**src/rtl/mul_bus_slave_pkg.sv**
```systemverilog
// Shared definitions for the multiplier bus slave: FSM state encoding,
// register word addresses and CTRL/STATUS bit positions.
package mul_bus_slave_pkg;

    typedef enum logic [1:0] {
        IDLE  = 2'b00,
        EXEC  = 2'b01,
        ABORT = 2'b10
    } state_t;

    localparam logic [2:0] ADDR_OPA     = 3'd0;
    localparam logic [2:0] ADDR_OPB     = 3'd1;
    localparam logic [2:0] ADDR_CTRL    = 3'd2;
    localparam logic [2:0] ADDR_STATUS  = 3'd3;
    localparam logic [2:0] ADDR_RES_LO  = 3'd4;
    localparam logic [2:0] ADDR_RES_HI  = 3'd5;
    localparam logic [2:0] ADDR_INT_EN  = 3'd6;
    localparam logic [2:0] ADDR_CYCLES  = 3'd7;

    localparam int unsigned CTRL_START   = 0;
    localparam int unsigned CTRL_CLEAR   = 1;

    localparam int unsigned STAT_BUSY    = 0;
    localparam int unsigned STAT_DONE    = 1;
    localparam int unsigned STAT_TIMEOUT = 2;

    localparam int unsigned INT_EN_BIT   = 0;

endpackage

```
**src/rtl/mul_bus_regfile.sv**
```systemverilog
// Register file for the multiplier bus slave: address decode for the
// software-owned registers (OPA, OPB, INT_EN) and the combinational read mux.
// Ports:
//   clk, reset_n          clock, async active-low reset
//   s_sel/s_wr/s_addr/s_din/s_dout  slave bus
//   busy, done, timeout   status bits from the control FSM
//   res_lo, res_hi, cycles captured result and latency
//   opa, opb              operand registers
//   int_en, int_en_nxt    interrupt enable and its next-cycle value
module mul_bus_regfile
    import mul_bus_slave_pkg::*;
#(
    parameter int unsigned CNT_W = 7
) (
    input  logic             clk,
    input  logic             reset_n,
    input  logic             s_sel,
    input  logic             s_wr,
    input  logic [2:0]       s_addr,
    input  logic [31:0]      s_din,
    output logic [31:0]      s_dout,
    input  logic             busy,
    input  logic             done,
    input  logic             timeout,
    input  logic [31:0]      res_lo,
    input  logic [31:0]      res_hi,
    input  logic [CNT_W-1:0] cycles,
    output logic [31:0]      opa,
    output logic [31:0]      opb,
    output logic             int_en,
    output logic             int_en_nxt
);

    logic wr_en;
    assign wr_en = s_sel & s_wr;

    // The interrupt output is registered from next-state values so that it
    // tracks an INT_EN write on the same edge.
    assign int_en_nxt = (wr_en && s_addr == ADDR_INT_EN) ? s_din[INT_EN_BIT] : int_en;

    always_ff @(posedge clk or negedge reset_n) begin
        if (!reset_n) begin
            opa    <= '0;
            opb    <= '0;
            int_en <= 1'b0;
        end else begin
            // Operands are frozen while the core is using them.
            if (wr_en && !busy && s_addr == ADDR_OPA) opa <= s_din;
            if (wr_en && !busy && s_addr == ADDR_OPB) opb <= s_din;
            int_en <= int_en_nxt;
        end
    end

    always_comb begin
        s_dout = '0;
        if (s_sel && !s_wr) begin
            case (s_addr)
                ADDR_OPA:    s_dout = opa;
                ADDR_OPB:    s_dout = opb;
                ADDR_STATUS: begin
                    s_dout[STAT_BUSY]    = busy;
                    s_dout[STAT_DONE]    = done;
                    s_dout[STAT_TIMEOUT] = timeout;
                end
                ADDR_RES_LO: s_dout = res_lo;
                ADDR_RES_HI: s_dout = res_hi;
                ADDR_INT_EN: s_dout[INT_EN_BIT] = int_en;
                ADDR_CYCLES: s_dout = {{(32-CNT_W){1'b0}}, cycles};
                default:     s_dout = '0;
            endcase
        end
    end

endmodule

```
**src/rtl/mul_bus_slave.sv**
```systemverilog
// Bus-facing register front end for the 32x32 multiplier core. Software
// loads operands and issues start/clear through CTRL; this block drives the
// core, captures the 64-bit product and its latency, aborts a stuck
// operation after TIMEOUT_CYCLES and raises a level interrupt.
// Ports:
//   clk, reset_n                  clock, async active-low reset
//   s_sel/s_wr/s_addr/s_din/s_dout slave bus (s_dout combinational)
//   multiplier, multiplicand      operands to the core
//   op_start, op_clear            start level / one-cycle clear to the core
//   op_done, result               completion and product from the core
//   m_interrupt                   level interrupt
module mul_bus_slave
    import mul_bus_slave_pkg::*;
#(
    parameter int unsigned TIMEOUT_CYCLES = 64,
    parameter int unsigned CNT_W          = 7
) (
    input  logic        clk,
    input  logic        reset_n,
    input  logic        s_sel,
    input  logic        s_wr,
    input  logic [2:0]  s_addr,
    input  logic [31:0] s_din,
    output logic [31:0] s_dout,
    output logic [31:0] multiplier,
    output logic [31:0] multiplicand,
    output logic        op_start,
    output logic        op_clear,
    input  logic        op_done,
    input  logic [63:0] result,
    output logic        m_interrupt
);

    state_t           state, state_nxt;
    logic [CNT_W-1:0] cnt, cnt_inc, cycles;
    logic [31:0]      res_lo, res_hi;
    logic             done, timeout, done_nxt, timeout_nxt;
    logic             clr_q;
    logic             int_en, int_en_nxt;
    logic             busy;
    logic             wr_en, ctrl_wr, stat_wr;
    logic             start_cmd, clear_cmd;
    logic             done_cap, hit_timeout;

    assign wr_en     = s_sel & s_wr;
    assign ctrl_wr   = wr_en && (s_addr == ADDR_CTRL);
    assign stat_wr   = wr_en && (s_addr == ADDR_STATUS);
    assign clear_cmd = ctrl_wr & s_din[CTRL_CLEAR];
    assign start_cmd = ctrl_wr & s_din[CTRL_START] & ~s_din[CTRL_CLEAR];

    assign busy        = (state != IDLE);
    assign cnt_inc     = cnt + 1'b1;
    assign done_cap    = (state == EXEC) && op_done;
    assign hit_timeout = (state == EXEC) && !op_done && (cnt_inc == CNT_W'(TIMEOUT_CYCLES));

    assign op_start = (state == EXEC);
    assign op_clear = clr_q | (state == ABORT);

    mul_bus_regfile #(
        .CNT_W (CNT_W)
    ) u_regfile (
        .clk        (clk),
        .reset_n    (reset_n),
        .s_sel      (s_sel),
        .s_wr       (s_wr),
        .s_addr     (s_addr),
        .s_din      (s_din),
        .s_dout     (s_dout),
        .busy       (busy),
        .done       (done),
        .timeout    (timeout),
        .res_lo     (res_lo),
        .res_hi     (res_hi),
        .cycles     (cycles),
        .opa        (multiplier),
        .opb        (multiplicand),
        .int_en     (int_en),
        .int_en_nxt (int_en_nxt)
    );

    always_ff @(posedge clk or negedge reset_n) begin
        if (!reset_n) state <= IDLE;
        else          state <= state_nxt;
    end

    always_comb begin
        state_nxt = state;
        if (clear_cmd) begin
            state_nxt = IDLE;
        end else begin
            case (state)
                IDLE:    if (start_cmd) state_nxt = EXEC;
                EXEC: begin
                    if (op_done)          state_nxt = IDLE;
                    else if (hit_timeout) state_nxt = ABORT;
                end
                ABORT:   state_nxt = IDLE;
                default: state_nxt = IDLE;
            endcase
        end
    end

    // Status flag update order: W1C, then start-entry clear, then hardware
    // set (so a set beats a same-edge W1C), with CTRL clear overriding all.
    always_comb begin
        done_nxt    = done;
        timeout_nxt = timeout;
        if (stat_wr && s_din[STAT_DONE])    done_nxt    = 1'b0;
        if (stat_wr && s_din[STAT_TIMEOUT]) timeout_nxt = 1'b0;
        if (state == IDLE && start_cmd) begin
            done_nxt    = 1'b0;
            timeout_nxt = 1'b0;
        end
        if (done_cap)    done_nxt    = 1'b1;
        if (hit_timeout) timeout_nxt = 1'b1;
        if (clear_cmd) begin
            done_nxt    = 1'b0;
            timeout_nxt = 1'b0;
        end
    end

    always_ff @(posedge clk or negedge reset_n) begin
        if (!reset_n) begin
            cnt         <= '0;
            cycles      <= '0;
            res_lo      <= '0;
            res_hi      <= '0;
            done        <= 1'b0;
            timeout     <= 1'b0;
            clr_q       <= 1'b0;
            m_interrupt <= 1'b0;
        end else begin
            cnt         <= (state == EXEC) ? cnt_inc : '0;
            done        <= done_nxt;
            timeout     <= timeout_nxt;
            m_interrupt <= int_en_nxt & (done_nxt | timeout_nxt);
            // A clear in ABORT already gets its pulse from the ABORT cycle.
            clr_q       <= clear_cmd && (state != ABORT);
            if (clear_cmd) begin
                res_lo <= '0;
                res_hi <= '0;
                cycles <= '0;
            end else if (done_cap) begin
                res_lo <= result[31:0];
                res_hi <= result[63:32];
                cycles <= cnt_inc;
            end
        end
    end

endmodule

```
**config.mk**
```make
export PLATFORM = sky130hd
export DESIGN_NAME = mul_bus_slave
export DESIGN_NICKNAME = d
export VERILOG_FILES = /design/src/rtl/mul_bus_slave_pkg.sv /design/src/rtl/mul_bus_regfile.sv /design/src/rtl/mul_bus_slave.sv
export SDC_FILE = /design/constraint.sdc
export NUM_CORES = 1
export LEC_CHECK = 0
export ABC_AREA = 1
export BUFFER_PORTS_ARGS = -buffer_cell sky130_fd_sc_hd__clkbuf_2
export CAP_MARGIN = 5
export CORE_MARGIN = 3
export CORE_UTILIZATION = 50
export DETAILED_ROUTE_END_ITERATION = 12
export PLACE_DENSITY = 0.76
export SETUP_SLACK_MARGIN = 0.4
export SYNTH_ARGS = -nofsm -noshare
export SYNTH_HDL_FRONTEND = slang
export SYNTH_HIERARCHICAL = 1
export SYNTH_SLANG_ARGS = --single-unit
```
**constraint.sdc**
```tcl
create_clock -name clk -period 3.9 [get_ports clk]
set_clock_uncertainty 0.2 [all_clocks]
set_input_delay 0.78 -clock clk [delete_from_list [all_inputs] [get_ports clk]]
set_output_delay 0.78 -clock clk [all_outputs]
set_load 0.01 [all_outputs]
```
==> impl_metrics.ini <==
[worst_setup_path]
crit_buf_inv = 3
r2r_cells = 5
start_kind = input pin
critPathKind = in -> out
crit_path_end_kind = output port
max_stage_delay_ps = 350
worst-path-stages = 7
crit_fanout = 26
reg2reg_slack_ps = 1660
critical-path-slowest-cell = buf_4
required_ps = 2920
worstPathCellList = clkbuf_2, buf_4, nand3_1, o21ai_0, nor2_1, nor2_1, clkbuf_2
cp_top_family = buffers and inverters
crit_arrival_ps = 2240

[final_layout]
diodes = 0
area_delta_synth_final_pct = 20.1
nNetsFinal = 1308
instances_no_fill = 1396
drive_gt1_share_pct = 22.0

[floorplan]
io_pins = 203
rows = 44
dieArea_mm2 = 0.0170
die_x_um = 130
coreArea_mm2 = 0.0148
die_h_um = 130
start_util_pct = 52.2

[yosys]
syn_inst = 1025
yosys.cell_types.count = 30
syn_avg_cell_area_um2 = 7.54
syn_area_mm2 = 0.00773
yosysWarnings = 6
synth_seq_cells = 149
ys_seq_area_share_pct = 48.3
synth.net_count = 1131

[power]
p_leak_nw = 5.36
peakVddDrop_v = 0.000316
powerDensity_mw_per_mm2 = 519

[place]
io_buffers = 202
post-place-ws_ps = 666
dp_cells = 1367
place_congestion = 0.929
dp_hpwl_mm = 16.0

[routing]
via_count = 7241
wire_per_inst_um = 16.1
vias_per_cell = 5.19
drt_wl_total_mm = 22.5
drt_pass1_iterations = 5
first_iter_violations = 693
detail-route-antenna-nets = 0
drc_errors = 0

[timing]
final-max-slew-violation-count = 0
fmax_ghz = 0.311
tightest_slew_ps = 1100
rsz0062_at_grt = false
fin_ws_ps = 681
period_share_pct = 82.5
hold_slack_ps = 184
setup_violations = 0
finalHoldViolCount = 0
fin_crit_ps = 3220
tns_ps = 0
slew_headroom_pct = 26.7

[grt]
grt_pass1_wl_mm = 34.3
grt_max_degree = 87
grt_antenna_before_repair = 0
first_global_vias = 6562
grt_overflow_total = 0
grt_usage_pct = 26.3

[run]
drv_cap = 0

[hold_path]
hold_class = in -> async

[cts]
cts_sinks = 149
ctsRootBufferMaster = clkbuf_16
cts.clk_slew.worst_paths_ps = 60
cts_resized = 0
post_cts_buffers = 0
cts.htree.levels = 4
numCtsBuffers = 17
clockBufferDepth = 2
clk_latency_ps = 420
cts_hold_buffers = 0
cts_tree = built

[run_status]
status = finished clean
==> layout make-up <==
cell class | count | area, um^2
inverters | 195 | 732
flip-flops and latches | 149 | 3730
multi-input cells | 619 | 2870
clock buffers | 24 | 482
well taps | 184 | 230
clock inverters | 5 | 75.1
fillers | 1349 | 5530
repair buffers | 220 | 1160
==> registers in the layout, summed over array words and instances (netlist names) <==
| register | count |
|---|---|
| cnt | 7 |
| done | 1 |
| u_regfile/opa | 32 |
| clr_q | 1 |
| res_lo | 32 |
| state | 2 |
| res_hi | 32 |
| u_regfile/int_en | 1 |
| cycles | 7 |
| timeout | 1 |
| m_interrupt | 1 |
| u_regfile/opb | 32 |
==> layer usage <==
| metal | routed length, um | up-vias | part of all wire, % | GRT usage [%] |
|---|---|---|---|---|
| li1 | - | 3554 | - | - |
| met1 | 10200 | 3338 | 45 | 38.3 |
| met2 | 10100 | 315 | 45 | 38.8 |
| met3 | 1740 | 34 | 7.7 | 5.69 |
| met4 | 435 | 0 | 1.9 | 9.35 |
| met5 | 0 | - | 0 | 0 |
==> power breakdown <==
| group | internal [mW] | switching, mW | total (mW) | leakage (nW) |
|---|---|---|---|---|
| sequential | 1.91 | 0.278 | 2.19 | 1.85 |
| clock | 0.979 | 0.604 | 1.58 | 0.276 |
| combinational | 0.438 | 0.607 | 1.05 | 3.23 |
| total | 3.33 | 1.49 | 4.81 | 5.36 |
==> per-stage QoR <==
stage               total power [mW]  utilization (%)  cell area, um^2
CTS                             4.83             62.7             9280
global route                    5.10             62.7             9280
global placement                3.21             58.9             8720
floorplan                       2.79                -             7730
finish                          4.81             62.7             9280
detailed placement              3.25             58.9             8720
==> cell families after synthesis <==
family | Yosys count | share of synthesized area, %
fa+ha+maj | 2 | 0.324
compound gates | 149 | 10.9
flops | 149 | 48.3
xor+xnor | 1 | 0.113
simple gates | 467 | 25.7
buf+inv | 257 | 14.7
==> layout by cell type, fill, tap and decap left out, types with 34 or more instances in the layout <==
cell type,n
nor2_1,139
o21ai_1,35
inv_1,190
dfrtp_1,149
a31oi_1,64
nand4_1,34
nand2_1,211
clkbuf_2,201
o21ai_0,38
nand3_1,62
==> final timing paths <==
check | start | to
setup / recovery | s_addr[2] | s_dout[30]
min in group clk | state[1] | clr_q
hold reg to reg | state[1] | clr_q
hold / removal | reset_n | u_regfile/opb[28]
setup reg to reg | state[0] | u_regfile/opa[10]
max in group asynchronous | reset_n | res_hi[18]
==> synth_stat cells, drive strengths merged <==
cell type	instances	share of area [%]
a21oi	6	0.39
a31oi	64	5.2
and2	2	0.16
and3	1	0.081
buf	46	4.4
clkbuf	16	0.78
dfrtp	149	48
ha	2	0.32
inv	195	9.5
nand2	217	11
nand3	62	4.0
nand4	34	2.8
nor2	149	7.5
nor3	2	0.28
o211ai	3	0.29
o21ai	73	4.7
o21bai	3	0.29
xnor2	1	0.11
(Power assumes the default switching activity.)
